$ cat src/rtl/pic_bounce_ctrl_pkg.sv
// Shared types and helpers for the bouncing picture-overlay position scheduler.
package pic_bounce_ctrl_pkg;

  typedef enum logic [1:0] {
    StIdle,
    StStepX,
    StStepY,
    StCommit
  } state_e;

  // Largest legal origin on an axis so the picture stays fully on screen.
  function automatic int unsigned axis_max(input int unsigned act, input int unsigned pic);
    return act - pic;
  endfunction

  function automatic int unsigned axis_centre(input int unsigned act, input int unsigned pic);
    return (act - pic) / 2;
  endfunction

endpackage

$ cat src/rtl/pic_bounce_ctrl_axis_step.sv
// One axis move: next position, direction and bounce flag from position, step, direction and limit.
module pic_bounce_ctrl_axis_step #(
  parameter int unsigned W         = 13,
  parameter int unsigned STEP_BITS = 4
) (
  input  logic [W-1:0]         p,
  input  logic [STEP_BITS-1:0] d,
  input  logic                 dir,
  input  logic [W-1:0]         p_max,
  output logic [W-1:0]         p_next,
  output logic                 dir_next,
  output logic                 bounce
);

  logic [W-1:0] d_ext;
  logic [W-1:0] sum;

  assign d_ext = W'(d);
  assign sum   = p + d_ext;

  // dir = 1 means moving towards p_max; a zero step leaves the axis untouched.
  always_comb begin
    p_next   = p;
    dir_next = dir;
    bounce   = 1'b0;
    if (d != '0) begin
      if (dir) begin
        if (sum >= p_max) begin
          p_next   = p_max;
          dir_next = 1'b0;
          bounce   = 1'b1;
        end else begin
          p_next = sum;
        end
      end else begin
        if (p <= d_ext) begin
          p_next   = '0;
          dir_next = 1'b1;
          bounce   = 1'b1;
        end else begin
          p_next = p - d_ext;
        end
      end
    end
  end

endmodule

$ cat src/rtl/pic_bounce_ctrl.sv
// Per-frame picture origin scheduler: moves and bounces the overlay once per vsync,
// with a valid/ready port for placing, pacing or freezing it.
module pic_bounce_ctrl
  import pic_bounce_ctrl_pkg::*;
#(
  parameter int unsigned X_BITS     = 12,
  parameter int unsigned Y_BITS     = 12,
  parameter int unsigned H_ACT      = 1280,
  parameter int unsigned V_ACT      = 720,
  parameter int unsigned PIC_WIDTH  = 256,
  parameter int unsigned PIC_HEIGHT = 256,
  parameter int unsigned STEP_BITS  = 4,
  parameter int unsigned DIV_BITS   = 8,
  parameter logic        VS_POL     = 1'b1
) (
  input  logic                 pix_clk,
  input  logic                 rst,
  input  logic                 vs_in,
  input  logic                 enable,
  input  logic                 cfg_valid,
  output logic                 cfg_ready,
  input  logic [X_BITS-1:0]    cfg_x,
  input  logic [Y_BITS-1:0]    cfg_y,
  input  logic [STEP_BITS-1:0] cfg_dx,
  input  logic [STEP_BITS-1:0] cfg_dy,
  input  logic [DIV_BITS-1:0]  cfg_div,
  output logic [X_BITS-1:0]    pic_x_start,
  output logic [Y_BITS-1:0]    pic_y_start,
  output logic                 frame_tick,
  output logic                 bounce_x,
  output logic                 bounce_y
);

  localparam int unsigned W = ((X_BITS > Y_BITS) ? X_BITS : Y_BITS) + 1;

  localparam logic [X_BITS-1:0] XMax    = X_BITS'(axis_max(H_ACT, PIC_WIDTH));
  localparam logic [Y_BITS-1:0] YMax    = Y_BITS'(axis_max(V_ACT, PIC_HEIGHT));
  localparam logic [X_BITS-1:0] XCentre = X_BITS'(axis_centre(H_ACT, PIC_WIDTH));
  localparam logic [Y_BITS-1:0] YCentre = Y_BITS'(axis_centre(V_ACT, PIC_HEIGHT));

  state_e state_q, state_d;

  logic                 vs_q;
  logic                 frame_edge;
  logic                 cfg_ready_q;
  logic                 cfg_accept;

  logic [X_BITS-1:0]    x_q;
  logic [Y_BITS-1:0]    y_q;
  logic                 dir_x_q, dir_y_q;
  logic [STEP_BITS-1:0] dx_q, dy_q;
  logic [DIV_BITS-1:0]  div_q, cnt_q;

  logic [X_BITS-1:0]    sh_x_q;
  logic [Y_BITS-1:0]    sh_y_q;
  logic                 sh_dir_x_q, sh_dir_y_q;
  logic                 sh_bx_q, sh_by_q;

  logic                 pend_q;
  logic [X_BITS-1:0]    pend_x_q;
  logic [Y_BITS-1:0]    pend_y_q;
  logic [STEP_BITS-1:0] pend_dx_q, pend_dy_q;
  logic [DIV_BITS-1:0]  pend_div_q;

  logic                 frame_tick_q, bounce_x_q, bounce_y_q;

  logic [W-1:0]         ax_p, ax_max, ax_p_next;
  logic [STEP_BITS-1:0] ax_d;
  logic                 ax_dir, ax_dir_next, ax_bounce;

  assign frame_edge = (vs_in == VS_POL) && (vs_q != VS_POL);
  // The ready flop covers IDLE; gating with the live edge makes a same-cycle edge win.
  assign cfg_ready  = cfg_ready_q & ~frame_edge;
  assign cfg_accept = cfg_valid & cfg_ready;

  always_comb begin
    state_d = state_q;
    case (state_q)
      StIdle:   if (frame_edge) state_d = StStepX;
      StStepX:  state_d = StStepY;
      StStepY:  state_d = StCommit;
      StCommit: state_d = StIdle;
      default:  state_d = StIdle;
    endcase
  end

  always_ff @(posedge pix_clk or posedge rst) begin
    if (rst) begin
      state_q <= StIdle;
    end else begin
      state_q <= state_d;
    end
  end

  // The single axis unit serves y during STEP_Y and x otherwise.
  always_comb begin
    ax_p   = W'(x_q);
    ax_d   = dx_q;
    ax_dir = dir_x_q;
    ax_max = W'(XMax);
    if (state_q == StStepY) begin
      ax_p   = W'(y_q);
      ax_d   = dy_q;
      ax_dir = dir_y_q;
      ax_max = W'(YMax);
    end
  end

  pic_bounce_ctrl_axis_step #(
    .W         (W),
    .STEP_BITS (STEP_BITS)
  ) u_axis_step (
    .p        (ax_p),
    .d        (ax_d),
    .dir      (ax_dir),
    .p_max    (ax_max),
    .p_next   (ax_p_next),
    .dir_next (ax_dir_next),
    .bounce   (ax_bounce)
  );

  always_ff @(posedge pix_clk or posedge rst) begin
    if (rst) begin
      vs_q         <= VS_POL;
      cfg_ready_q  <= 1'b0;
      x_q          <= XCentre;
      y_q          <= YCentre;
      dir_x_q      <= 1'b1;
      dir_y_q      <= 1'b1;
      dx_q         <= STEP_BITS'(1);
      dy_q         <= STEP_BITS'(1);
      div_q        <= '0;
      cnt_q        <= '0;
      sh_x_q       <= '0;
      sh_y_q       <= '0;
      sh_dir_x_q   <= 1'b1;
      sh_dir_y_q   <= 1'b1;
      sh_bx_q      <= 1'b0;
      sh_by_q      <= 1'b0;
      pend_q       <= 1'b0;
      pend_x_q     <= '0;
      pend_y_q     <= '0;
      pend_dx_q    <= '0;
      pend_dy_q    <= '0;
      pend_div_q   <= '0;
      frame_tick_q <= 1'b0;
      bounce_x_q   <= 1'b0;
      bounce_y_q   <= 1'b0;
    end else begin
      vs_q         <= vs_in;
      cfg_ready_q  <= (state_d == StIdle);
      frame_tick_q <= (state_q == StCommit);
      bounce_x_q   <= 1'b0;
      bounce_y_q   <= 1'b0;

      if (cfg_accept) begin
        pend_q     <= 1'b1;
        pend_x_q   <= (cfg_x > XMax) ? XMax : cfg_x;
        pend_y_q   <= (cfg_y > YMax) ? YMax : cfg_y;
        pend_dx_q  <= cfg_dx;
        pend_dy_q  <= cfg_dy;
        pend_div_q <= cfg_div;
      end

      case (state_q)
        StStepX: begin
          sh_x_q     <= X_BITS'(ax_p_next);
          sh_dir_x_q <= ax_dir_next;
          sh_bx_q    <= ax_bounce;
        end
        StStepY: begin
          sh_y_q     <= Y_BITS'(ax_p_next);
          sh_dir_y_q <= ax_dir_next;
          sh_by_q    <= ax_bounce;
        end
        StCommit: begin
          if (pend_q) begin
            x_q     <= pend_x_q;
            y_q     <= pend_y_q;
            dx_q    <= pend_dx_q;
            dy_q    <= pend_dy_q;
            div_q   <= pend_div_q;
            dir_x_q <= 1'b1;
            dir_y_q <= 1'b1;
            cnt_q   <= '0;
            pend_q  <= 1'b0;
          end else if (enable && (cnt_q == div_q)) begin
            x_q        <= sh_x_q;
            y_q        <= sh_y_q;
            dir_x_q    <= sh_dir_x_q;
            dir_y_q    <= sh_dir_y_q;
            bounce_x_q <= sh_bx_q;
            bounce_y_q <= sh_by_q;
            cnt_q      <= '0;
          end else begin
            cnt_q <= cnt_q + 1'b1;
          end
        end
        default: ;
      endcase
    end
  end

  assign pic_x_start = x_q;
  assign pic_y_start = y_q;
  assign frame_tick  = frame_tick_q;
  assign bounce_x    = bounce_x_q;
  assign bounce_y    = bounce_y_q;

endmodule
$ cat config.mk
export PLATFORM = sky130hd
export DESIGN_NAME = pic_bounce_ctrl
export DESIGN_NICKNAME = d
export VERILOG_FILES = /design/src/rtl/pic_bounce_ctrl_pkg.sv /design/src/rtl/pic_bounce_ctrl_axis_step.sv /design/src/rtl/pic_bounce_ctrl.sv
export SDC_FILE = /design/constraint.sdc
export NUM_CORES = 1
export LEC_CHECK = 0
export ABC_CLOCK_PERIOD_IN_PS = 6510
export CORE_ASPECT_RATIO = 1.1
export CORE_UTILIZATION = 50
export DETAILED_ROUTE_END_ITERATION = 10
export PLACE_DENSITY = 0.82
export SLEW_MARGIN = 20
export SYNTH_ARGS = -nofsm -noshare
export SYNTH_HDL_FRONTEND = slang
export SYNTH_HIERARCHICAL = 1
export SYNTH_SLANG_ARGS = --single-unit
$ cat constraint.sdc
create_clock -name pix_clk -period 6.51 [get_ports pix_clk]
set_input_delay 1.953 -clock pix_clk [delete_from_list [all_inputs] [get_ports pix_clk]]
set_output_delay 1.953 -clock pix_clk [all_outputs]
set_load 0.03 [all_outputs]
# Word-level counts from Yosys, hierarchy flattened
# Cells that the tools add are included.
op_classes:
  n_addsub: 3
  magnitude_cmp: 4
  n_eq_ne: 4
  n_mux: 38
  bitwise_logic: 4
  n_reduce_logical: 8
ops:
  columns: ["op", "n"]
  rows:
  - ["2-to-1 mux 12 bit", 11]
  - ["2-to-1 mux 1 bit", 21]
  - ["2-to-1 mux 8 bit", 2]
  - ["adder 12 x 4 -> 13 bit", 1]
  - [">= comparator 13 x 11 -> 1 bit", 1]
  - ["> comparator 12 x 11 -> 1 bit (second input constant)", 1]
  - ["> comparator 12 x 9 -> 1 bit (second input constant)", 1]
  - ["<= comparator 12 x 4 -> 1 bit", 1]
  - ["subtractor 12 x 4 -> 12 bit", 1]
  - ["2-to-1 mux 11 bit", 1]
  - ["adder 8 x 1 -> 8 bit (second input constant)", 1]
  - ["equality test 8 bit", 1]
  - ["one-hot mux 2 bit (4 select lines)", 1]
  - ["equality test 2 bit (second input constant)", 2]
  - ["logical NOT 2 bit", 2]
  - ["2-to-1 mux 4 bit", 1]
  - ["AND reduction 2 bit", 2]
  - ["nonzero test 4 bit", 1]
  - ["AND 1 bit", 2]
  - ["equality test 2 x 1 -> 1 bit (second input constant)", 1]
  - ["logical AND 1 bit", 2]
  - ["2-to-1 mux 2 bit", 1]
  - ["NOT 1 bit", 2]
  - ["nonzero test 2 bit", 1]
word_totals:
  reg_bits: 126
  output_inout_bits: 28
  wordCells: 87

# Depth between registers and ports, before layout
# Gate-level depths: netlist (run 1).
logic_depth:
  word_depth: 8
  mapped_depth: 23

# Cells and area by module
# The synthesis (run 1) kept the hierarchy.
by_module_without_submodules:
  columns: ["module", "instances", "cells_each", "area_each_um2"]
  rows:
  - ["pic_bounce_ctrl", 1, 580, 5990.7]
  - ["pic_bounce_ctrl_axis_step", 1, 228, 1526.5]

# Worst setup path before layout (run 1)
# Ideal clock, no wire load.
synth_timing:
  path_type: "register -> register"
  start: "register state_q[0]"
  end: "register sh_x_q[6]"
  setup_time_ns: 0.127
  arrival_time_ns: 5.032
  slack_ns: 1.351
  stages_incl_launch_ff: 21
  path_buffers: 4
  synth_period_minus_slack_ns: 5.159
  path_cell_list: "dfrtp_1 -> inv_1 -> ha_1 -> clkbuf_1 -> clkbuf_1 -> mux2_1 -> ha_1 -> clkbuf_1 -> or2_2 -> a221oi_2 -> nand3_1 -> xnor2_1 -> ha_1 -> a21oi_1 -> o21ai_0 -> a21oi_1 -> and2_1 -> buf_2 -> o31ai_1 -> a211o_1 -> mux2_1"
synth_rtl:
  columns: ["element", "line", "text"]
  rows:
  - ["start, declared", "pic_bounce_ctrl.sv:41", "state_e state_q, state_d;"]
  - ["start signal, assigned", "pic_bounce_ctrl.sv:89", "state_q <= StIdle;"]
  - ["start signal, assigned", "pic_bounce_ctrl.sv:91", "state_q <= state_d;"]
  - ["equality test 2 bit", "pic_bounce_ctrl.sv:101", "if (state_q == StStepY) begin"]
  - ["2-to-1 mux 11 bit", "pic_bounce_ctrl.sv:101", null]
  - ["via ax_max[4]", "pic_bounce_ctrl.sv:67", "logic [W-1:0] ax_p, ax_max, ax_p_next;"]
  - [">= comparator 13 x 11 -> 1 bit", "pic_bounce_ctrl_axis_step.sv:28", "if (sum >= p_max) begin"]
  - ["2-to-1 mux 12 bit", "pic_bounce_ctrl_axis_step.sv:28", null]
  - ["2-to-1 mux 12 bit", "pic_bounce_ctrl_axis_step.sv:27", "if (dir) begin"]
  - ["2-to-1 mux 12 bit", "pic_bounce_ctrl_axis_step.sv:26", "if (d != '0) begin"]
  - ["via ax_p_next[6]", "pic_bounce_ctrl.sv:67", null]
  - ["end signal, assigned", "pic_bounce_ctrl.sv:167", "sh_x_q <= X_BITS'(ax_p_next);"]
  - ["end, declared", "pic_bounce_ctrl.sv:54", "logic [X_BITS-1:0] sh_x_q;"]
# The timed path passes the listed nets, and every way through them passes these cells.
# A chain may end at the register's enable or synchronous reset.

# Final worst setup path (run 1)
# Ends and elaborated chain as after synthesis.

==> results.toml, run 1 <==
[run_status]
status = "complete, no violations"

[place]
dp.cells = 1028
place_congestion = 0.948
port_buffers = 72
dp_hpwl_mm = 12.9

[power_and_ir_drop]
seqPwrFrac = 0.268
p_leak_nw = 3.73
p_sw_mw = 2.42
clkPwrFrac = 0.170
ir_drop_v = 0.000314
internal-power_mw = 2.83
power_frac_comb = 0.562
switching_share = 0.461
power.density_mw_per_mm2 = 591

[global_route]
antenna_found_initial = 0
grt_max_degree = 50
grt_pass1_wl_mm = 30.6
grt_usage = 0.253
grt.overflow.total = 0
grt_pass1_vias = 5989

[clock_tree]
cts_tree = "done"
ctsResizeCount = 0
clk_latency_ns = 0.41
post_cts_buffers = 0
cts_buffers = 17
cts-root-buf = "clkbuf_16"
cts_hold_buf = 0
clkSinkCount = 126
clock_path_buffers = 2
htree_levels = 4
path_clk_slew_ns = 0.06

[route]
drc = 0
postRouteAntennaNets = 0
drt_iter0_markers = 514
drt_pre_antenna_iters = 5
avgViaCountPerCell = 5.87
vias = 6226
totalWireLength_mm = 18.7
wire_per_inst_um = 17.7

[sta]
finalSetupViolations = 0
finClkSkew_ns = 0.0124
slew_headroom = 0.446
maxSlewViolCount = 0
finalSetupTns_ns = 0
min_period_ns = 5.62
rsz0062_at_grt = "false"
period_share = 0.863
worst_slew_pin_slew_ns = 0.830
timing.fmax_mhz = 178
hold_viol = 0

[setup_path]
path_cells = "inv_1, ha_1, mux2_1, ha_1, inv_1, fa_1, or2_2, a221oi_2, nand3_1, xnor2_1, ha_1, a21oi_1, o21ai_0, a21oi_1, and2_1, o31ai_1, a211o_1, mux2_1"
crit_path_frequent_cell = "ha_1"
max_stage_delay_ns = 0.66
path_class = "register to register"
worst_path_max_delay_cell = "ha_1"
cp-start-kind = "register"
cp.arrival_ns = 5.91
cp.required_ns = 6.80
endpoint_kind = "register"
cp_max_fo = 15

[min_path]
hold_path_class = "register to register"

[floorplanning]
rows = 46
fp.coreArea_mm2 = 0.0145
fp.dieH_um = 130
fp.dieArea_mm2 = 0.0154
start_util = 0.515
die_w_um = 119
io_pins = 73

[yosys]
syn_inst = 801
synthesis.area_mm2 = 0.00747
ys_warn_count = 6
syn_avg_cell_area_um2 = 9.33

[finish]
diodes = 0
fin_cells = 1061
drive_above_1_share = 0.119
area_growth_pct = 18.8
layout.nets = 929

[flow_run]
drv_cap = 0
registers in the layout, summed over array words and instances (netlist names), 8 cells and up:
name and flops:
pend_x_q 12, pend_y_q 12, pic_x_start 12, pic_y_start 12, sh_x_q 12, sh_y_q 12, cnt_q 8, div_q 8
pend_div_q 8
metrics by stage:
step	setup slack [ns]	power (mW)	utilization	hold slack, ns	instance area [um^2]
6_report	0.889	5.25	0.612	0.458	8880
5_1_grt	0.530	5.60	0.612	0.488	8880
4_1_cts	0.938	5.20	0.611	0.461	8860
3_5_place_dp	0.963	4.28	0.572	0.449	8300
3_3_place_gp	1.17	4.22	0.572	0.441	8300
2_1_floorplan	1.22	3.49	-	0.430	7510
worst paths after layout:
kind	slack, ns	cells after the start	start	end
setup / recovery	0.89	18	state_q[0]	sh_x_q[6]
max in group asynchronous	3.55	3	rst	sh_y_q[7]
hold / removal	0.46	2	pend_y_q[8]	pend_y_q[8]
hold reg to reg	0.46	2	pend_y_q[8]	pend_y_q[8]
min in group asynchronous	1.96	2	rst	pend_y_q[0]
setup reg to reg	0.89	18	state_q[0]	sh_x_q[6]
power by group through the flow:
stage,combinational [mW],sequential [mW],clock (mW)
after floorplan,2.05,1.44,0
after global placement,2.82,1.40,0
after detailed placement,2.88,1.40,0
after CTS,2.91,1.39,0.894
after global routing,3.23,1.43,0.934
final,2.95,1.40,0.892
cell usage in the layout (no fill, tap or decap), types with 25 or more instances in the layout:
master,n
nor3b_1,25
mux2_1,35
o31ai_1,27
inv_1,36
ha_1,26
a21oi_1,25
nor2_1,48
nand4_1,31
nand2_1,124
dfrtp_1,113
nand2b_1,26
clkdlybuf4s50_1,72
critical path: cells and delay by family (launching register included):
family,cells,cell delay (ns)
multiplexers,2,0.64
flip-flops,1,0.40
AND/OR/NAND/NOR,3,0.89
XOR/XNOR,1,0.22
buffers and inverters,2,0.17
AO/OA/AOI/OAI,6,1.65
adder cells (fa/ha/maj),4,1.53
layer usage:
| metal | part of all wire | vias to the layer above | wire (um) | global-route usage |
|---|---|---|---|---|
| met2 | 0.49 | 256 | 9210 | 0.429 |
| met1 | 0.42 | 3011 | 7950 | 0.321 |
| met3 | 0.058 | 43 | 1090 | 0.0463 |
| li1 | - | 2916 | - | - |
| met5 | 0 | - | 0 | 0 |
| met4 | 0.027 | 0 | 501 | 0.101 |
cell type report:
cell class,count,area [um^2]
clock buffer,19,443
fill,1153,5630
sequential,126,3170
tap,192,240
multi-input combinational,588,3940
inverter,38,145
timing repair buffer,85,826
clock inverter,13,116
Power figures use the tool's default switching activity.
==> run 2, diff against run 1 <==
--- a/config.mk
+++ b/config.mk
@@ -9,9 +9,8 @@
 export CORE_ASPECT_RATIO = 1.1
 export CORE_UTILIZATION = 50
 export DETAILED_ROUTE_END_ITERATION = 10
-export PLACE_DENSITY = 0.82
+export PLACE_DENSITY = 0.83
 export SLEW_MARGIN = 20
 export SYNTH_ARGS = -nofsm -noshare
 export SYNTH_HDL_FRONTEND = slang
-export SYNTH_HIERARCHICAL = 1
 export SYNTH_SLANG_ARGS = --single-unit
==> run 2 against run 1 <==
  * The run now ends with design-rule violations left
  * Non-clock buffer count fell by 5
  * Worst setup slack improved by 0.34 ns
  * Synthesized area shrank 11%
==> results.toml, run 2 <==
[run_status]
status = "finished with violations"
violations = "design-rule violations"

[setup_path]
crit_buf_inv = 2
cp.arrival_ns = 3.33
path_class = "input port to output pin"
cp-start-kind = "input port"
cp_max_fo = 3
endpoint_kind = "output pin"
critPathTopFamily = "buffers and inverters"
reg2reg_from = "state_q[0]"
rrSetupSlack_ns = 1.39
r2r_end = "sh_y_q[5]"
max_stage_delay_ns = 0.67
cp-startpoint = "vs_in"
reg2reg_depth = 15
worst_path_max_delay_cell = "clkdlybuf4s50_1"
cp.required_ns = 4.56
path_cells = "clkdlybuf4s50_1, nand2b_1, and2_1, clkdlybuf4s50_1"
crit_path_frequent_cell = "clkdlybuf4s50_1"

[sta]
maxSlewViolCount = 0
min_period_ns = 5.28
period_share = 0.811
slew_headroom = 0.346
finalSetupViolations = 0
whs_ns = 0.481
setup_ws_ns = 1.23
timing.fmax_mhz = 189
worst_slew_pin_slew_ns = 0.981
rsz0062_at_grt = "false"
hold_viol = 0
finalSetupTns_ns = 0
finClkSkew_ns = 0.00800

[clock_tree]
post_cts_buffers = 0
cts_buffers = 17
path_clk_slew_ns = 0.05
cts-root-buf = "clkbuf_16"
ctsResizeCount = 0
cts_hold_buf = 0
clkSinkCount = 126
htree_levels = 4
cts_tree = "done"
clk_latency_ns = 0.41
clock_path_buffers = 2

[route]
totalWireLength_mm = 16.8
drt_iter0_markers = 422
drc = 2
postRouteAntennaNets = 0
wire_per_inst_um = 18.6
drt_pre_antenna_iters = 7
avgViaCountPerCell = 5.96
vias = 5380

[global_route]
grt_max_degree = 81
grt.overflow.total = 0
grt_usage = 0.262
antenna_found_initial = 0
grt_pass1_vias = 5550
grt_pass1_wl_mm = 28.0

[power_and_ir_drop]
power_frac_comb = 0.525
seqPwrFrac = 0.281
clkPwrFrac = 0.194
internal-power_mw = 2.77
switching_share = 0.438
power.density_mw_per_mm2 = 609
p_leak_nw = 3.60
p_sw_mw = 2.17
ir_drop_v = 0.000378

[floorplanning]
io_pins = 73
fp.dieArea_mm2 = 0.0138
start_util = 0.521
fp.coreArea_mm2 = 0.0128
fp.dieH_um = 123
die_w_um = 112
rows = 43

[yosys]
syn_nets = 734
synth.most_common_cell = "dfrtp_1"
syn_avg_cell_area_um2 = 9.96
synth_cell_types = 70
yosys.area.top_type = "dfrtp_1"
ys_warn_count = 0
synth_commonest_cells = "dfrtp_1, nand2_1, nor2_1"
synth_flop_cell = "dfrtp_1"
synth_seq_area_share = 0.475
synthesis.area_mm2 = 0.00667
synth_edf_count = 0
synth_seq_cells = 126
synthArstFlopShare = 1.00
syn_inst = 669
synth_area_leaders = "dfrtp_1, mux2i_1, nand2_1"
synth_top_area_frac = 0.428

[place]
post-place-ws_ns = 1.23
place_congestion = 0.877
dp_hpwl_mm = 11.7
port_buffers = 72
dp.cells = 870

[min_path]
whs_path_depth = 2
hold_path_class = "register to register"
worstHoldStart = "pend_div_q[1]"
whs_endpoint = "pend_div_q[1]"

[finish]
fin_cells = 902
area_growth_pct = 21.5
drive_above_1_share = 0.121
mostFrequentLayoutCells = "dfrtp_1, nand2_1, clkdlybuf4s50_1, nor2_1, o21ai_0"
layout.nets = 797
diodes = 0
final_common_cell = "dfrtp_1"

[flow_run]
drv_cap = 0
==> run 2: area by class of cell <==
class,count,area [um^2]
multi-input cells,488,3280
inverters,19,73.8
clock inverters,10,140
clock buffers,22,464
well taps,157,196
fillers,961,4700
repair buffers,80,781
flip-flops and latches,126,3170
==> run 2: metrics by stage <==
step | power, mW | util | area (um^2)
final | 4.94 | 0.633 | 8100
after global placement | 3.81 | 0.585 | 7500
after CTS | 4.90 | 0.633 | 8100
after global routing | 5.26 | 0.633 | 8100
after detailed placement | 3.90 | 0.585 | 7500
after floorplan | 3.21 | - | 6670
==> run 2: metal layers <==
metal	GRT usage	vias up	wire length, um
li1	-	2496	-
met1	0.347	2661	7530
met2	0.428	200	8020
met3	0.0500	23	918
met4	0.107	0	282
met5	0	-	0
==> run 2: kinds of logic (layout without fill, tap and decap cells) <==
kind of cell,count (synthesis),in the layout,synth area share
XOR/XNOR,22,22,0.0289
multiplexers,73,73,0.116
AND/OR/NAND/NOR,221,221,0.150
flip-flops,126,126,0.475
AO/OA/AOI/OAI,152,152,0.157
adder cells (fa/ha/maj),20,20,0.0398
buffers and inverters,55,131,0.0334
==> run 2: worst min-delay path: stages (launching register included) <==
cell     delay, ns
dfrtp_1       0.34
nand2_1       0.05
nand2_1       0.06
==> run 2: worst max-delay path by stage <==
stage                            to  cells past startpoint
after floorplan            bounce_x                      1
after global placement    cfg_ready                      4
final                     cfg_ready                      4
after global routing      sh_x_q[5]                     16
after CTS                 cfg_ready                      4
after detailed placement  cfg_ready                      4
==> run 2: power by group through the flow <==
stage	Sequential, mW	Clock [mW]	Combinational [mW]
floorplan	1.41	0	1.80
global placement	1.37	0	2.44
detailed placement	1.39	0	2.51
CTS	1.38	0.964	2.56
global route	1.42	1.00	2.83
finish	1.39	0.957	2.59
==> RTL change 1 (settings of run 1) <==
Register the input `cfg_div` before use, without a reset. The logic sees it one clock later. The other inputs are not delayed to match.
--- a/src/rtl/pic_bounce_ctrl.sv
+++ b/src/rtl/pic_bounce_ctrl.sv
@@ -38,4 +38,10 @@
   localparam logic [X_BITS-1:0] XCentre = X_BITS'(axis_centre(H_ACT, PIC_WIDTH));
   localparam logic [Y_BITS-1:0] YCentre = Y_BITS'(axis_centre(V_ACT, PIC_HEIGHT));
+
+  logic [DIV_BITS-1:0] cfg_div_q;
+
+  always_ff @(posedge pix_clk) begin
+    cfg_div_q <= cfg_div;
+  end
 
   state_e state_q, state_d;
@@ -160,5 +166,5 @@
         pend_dx_q  <= cfg_dx;
         pend_dy_q  <= cfg_dy;
-        pend_div_q <= cfg_div;
+        pend_div_q <= cfg_div_q;
       end
 
Behaviour: same outputs for any inputs over 10 cycles, from zero or initial values and one cycle with rst high; that may be too few to reach the edited logic, so the function may still have changed.
==> RTL change 1 against run 1 <==
First-iteration DRC count is 4.3% lower; sequential share of layout area is 1.9 points higher; power is 5.7% higher; final area is 0.37% lower; worst setup slack better by 280 ps; sequential cell count is 8 higher; clock power is 6.3% higher; wire length is 8.6% lower; area after synthesis is 1.3% lower; count of clock-buffer cells in the layout is 2 higher; maximum frequency is 5.3% higher.
==> RTL change 1: results <==
export IMPL_status="finished clean"
export IMPL_syn_inst=726
export IMPL_irDropWorstVdd_mv=0.258
export IMPL_drt_initial_drc_count=492
export IMPL_instances_no_fill=1001
export IMPL_worstHoldStart="cfg_div_q[4]"
export IMPL_via_per_inst=5.82
export IMPL_drive_above_1_share=0.174
export IMPL_grt_pass1_wl_um=28100
export IMPL_cts_setup_buffers=0
export IMPL_avgRoutedWirePerCell_um=17.1
export IMPL_dp_slack_ps=1250
export IMPL_fin_crit_ps=5340
export IMPL_worstRegToRegCells=16
export IMPL_use_met3=0.0409
export IMPL_crit_path_end="sh_x_q[10]"
export IMPL_diodes=0
export IMPL_clock_skew_ps=9.40
export IMPL_grt_pass1_vias=5767
export IMPL_dp_cells=969
export IMPL_first_pass_iters=5
export IMPL_place_hpwl_um=11400
export IMPL_p_leak_nw=3.96
export IMPL_gp_congestion=0.922
export IMPL_critPathArrivalTime_ps=5630
export IMPL_grt_usage=0.233
export IMPL_grt_max_degree=76
export IMPL_fin_nets=869
export IMPL_finalSetupViolations=0
export IMPL_worst_path_max_fanout=22
export IMPL_grt_use_met1=0.281
export IMPL_gr_usage_met2=0.410
==> RTL change 1: layout make-up <==
| type | count | area [um2] | share of cell area |
|---|---|---|---|
| multi-input combinational | 525 | 3750 | 0.424 |
| clock inverter | 11 | 125 | 0.0141 |
| timing repair buffer | 84 | 811 | 0.0917 |
| clock buffer | 21 | 460 | 0.0521 |
| sequential | 134 | 3330 | 0.376 |
| tap | 192 | 240 | 0.0272 |
| inverter | 34 | 130 | 0.0147 |
==> RTL change 1: layer usage <==
metal,routed length (um),up-vias
li1,-,2703
met1,7310,2873
met2,8680,206
met3,748,40
met4,410,0
met5,0,-
==> RTL change 1: worst min path at each step <==
stage	endpoint	slack [ps]
6_report	pend_div_q[4]	410
4_1_cts	pend_div_q[3]	420
3_5_place_dp	pend_div_q[3]	410
2_1_floorplan	pend_div_q[0]	400
3_3_place_gp	pend_div_q[0]	400
5_1_grt	pend_div_q[5]	430
==> RTL change 1: per-stage QoR <==
stage	instance area [um2]	hold WS [ps]
after floorplan	7430	398
after global placement	8260	400
after detailed placement	8260	407
after CTS	8840	415
after global routing	8840	435
final	8840	413
==> RTL change 1: where the power goes <==
group | internal (mW) | switching (mW)
Clock | 0.586 | 0.362
Combinational | 1.32 | 1.86
Sequential | 1.19 | 0.225
Total | 3.10 | 2.45
==> RTL change 1: critical path: stages, from the launching register on <==
cell,delay (ps)
dfrtp_1,400
inv_1,100
ha_1,820
mux2_2,470
ha_1,460
nor3b_2,340
o311ai_4,150
a21oi_1,230
xor2_1,270
ha_1,190
nand2_1,60
nor2_1,80
a211oi_1,60
o21ai_2,780
mux2i_1,330
o211ai_1,160
mux2_2,300
==> RTL change 2 (settings of run 1) <==
Made on the original files. Set the parameter `VS_POL` to 1'b0 (it was 1'b1).
--- a/src/rtl/pic_bounce_ctrl.sv
+++ b/src/rtl/pic_bounce_ctrl.sv
@@ -12,5 +12,5 @@
   parameter int unsigned STEP_BITS  = 4,
   parameter int unsigned DIV_BITS   = 8,
-  parameter logic        VS_POL     = 1'b1
+  parameter logic        VS_POL     = 1'b0
 ) (
   input  logic                 pix_clk,
Formal check against the unedited RTL: not equivalent (a bounded check fails within 4 cycles, from zero or initial values and one cycle with rst high).
==> RTL change 2 against run 1 <==
Wire length is 0.91% higher; power is 5.6% higher; sequential cell count stayed put; final area is 1.8% higher; die area hardly changed; cell count hardly changed; worst hold slack better by 9.7 ps; synthesized cell count stayed put; worst setup slack better by 72 ps; area after synthesis hardly changed.
==> RTL change 2: results <==
export IMPL_status="finished clean"
export IMPL_crit_path_max_incr_delay_ps=580
export IMPL_r2r_start="state_q[0]"
export IMPL_r2r_setup_slack_ps=960
export IMPL_syn_inst=801
export IMPL_cp_slowest_cell="a21oi_1"
export IMPL_grt_pass1_wl_um=31200
export IMPL_instances_no_fill=1060
export IMPL_port_buffers=72
export IMPL_fin_nets=928
export IMPL_irDropWorstVdd_mv=0.301
export IMPL_wl_um=18900
export IMPL_r2r_end="sh_x_q[6]"
export IMPL_switching_share=0.438
export IMPL_clock_path_buffers=2
export IMPL_grt_pass1_vias=6140
export IMPL_dp_cells=1028
export IMPL_gr_usage_met2=0.429
export IMPL_numCtsBuffers=17
export IMPL_nFillCells=1159
export IMPL_worstHoldStart="pend_div_q[5]"
export IMPL_wl_met1_um=8100
export IMPL_postCtsHoldBufs=0
export IMPL_path_clk_slew_ps=60
export IMPL_via_per_inst=5.97
export IMPL_clock_skew_ps=9.14
export IMPL_min_to="div_q[5]"
export IMPL_first_pass_iters=8
export IMPL_gp_congestion=0.907
export IMPL_critPathArrivalTime_ps=5840
export IMPL_grt_max_degree=51
export IMPL_p_leak_nw=3.82
export IMPL_grt_use_met1=0.328
export IMPL_placed_area_um2=8300
export IMPL_drt_initial_drc_count=516
export IMPL_diodes=0
export IMPL_slew_headroom=0.432
export IMPL_worst_path_max_fanout=10
export IMPL_grt_usage=0.256
export IMPL_fin_setup_tns_ps=0
export IMPL_use_met3=0.0450
export IMPL_wl_met2_um=9180
export IMPL_drive_above_1_share=0.118
export IMPL_met3_length_um=1150
export IMPL_place_hpwl_um=12900
-- RTL change 2: metrics by stage --
| step | hold slack [ps] | setup WS (ps) | utilization | power [mW] |
|---|---|---|---|---|
| 2_1_floorplan | 430 | 1220 | - | 3.49 |
| 3_3_place_gp | 445 | 1200 | 0.572 | 4.23 |
| 3_5_place_dp | 451 | 1080 | 0.572 | 4.29 |
| 4_1_cts | 468 | 1020 | 0.623 | 5.50 |
| 5_1_grt | 487 | 629 | 0.623 | 5.88 |
| 6_report | 468 | 961 | 0.623 | 5.54 |
-- RTL change 2: worst reg2reg max path, stage by stage (launching register included) --
cell and delay [ps]:
dfrtp_1 400, inv_1 110, ha_1 520, mux2_1 320, ha_1 200, inv_1 60, fa_1 400, or2_2 310
a221oi_2 450, nand3_1 160, xnor2_1 220, ha_1 280, a21oi_1 140, o21ai_0 80, a21oi_1 580, and2_1 440
o31ai_1 150, a211o_1 310, mux2_1 300
-- RTL change 2: power by group through the flow --
stage,clock network [mW],registers [mW],logic [mW]
6_report,1.17,1.37,3.00
5_1_grt,1.21,1.40,3.28
4_1_cts,1.17,1.36,2.96
3_5_place_dp,0,1.37,2.92
3_3_place_gp,0,1.36,2.87
2_1_floorplan,0,1.44,2.05
-- RTL change 2: worst max-delay path by stage --
stage,end,slack [ps],cells after the start
2_1_floorplan,bounce_x,1220,1
6_report,sh_x_q[6],960,18
4_1_cts,sh_x_q[6],1020,18
5_1_grt,sh_x_q[6],630,18
3_3_place_gp,cfg_ready,1200,4
3_5_place_dp,sh_x_q[6],1080,18
-- RTL change 2: cell type report --
type                    instances  share of cell area
clock buffers                  19              0.0501
clock inverters                13              0.0310
inverters                      38              0.0161
multi-input cells             588               0.436
flip-flops and latches        126               0.350
well taps                     192              0.0266
repair buffers                 84              0.0897
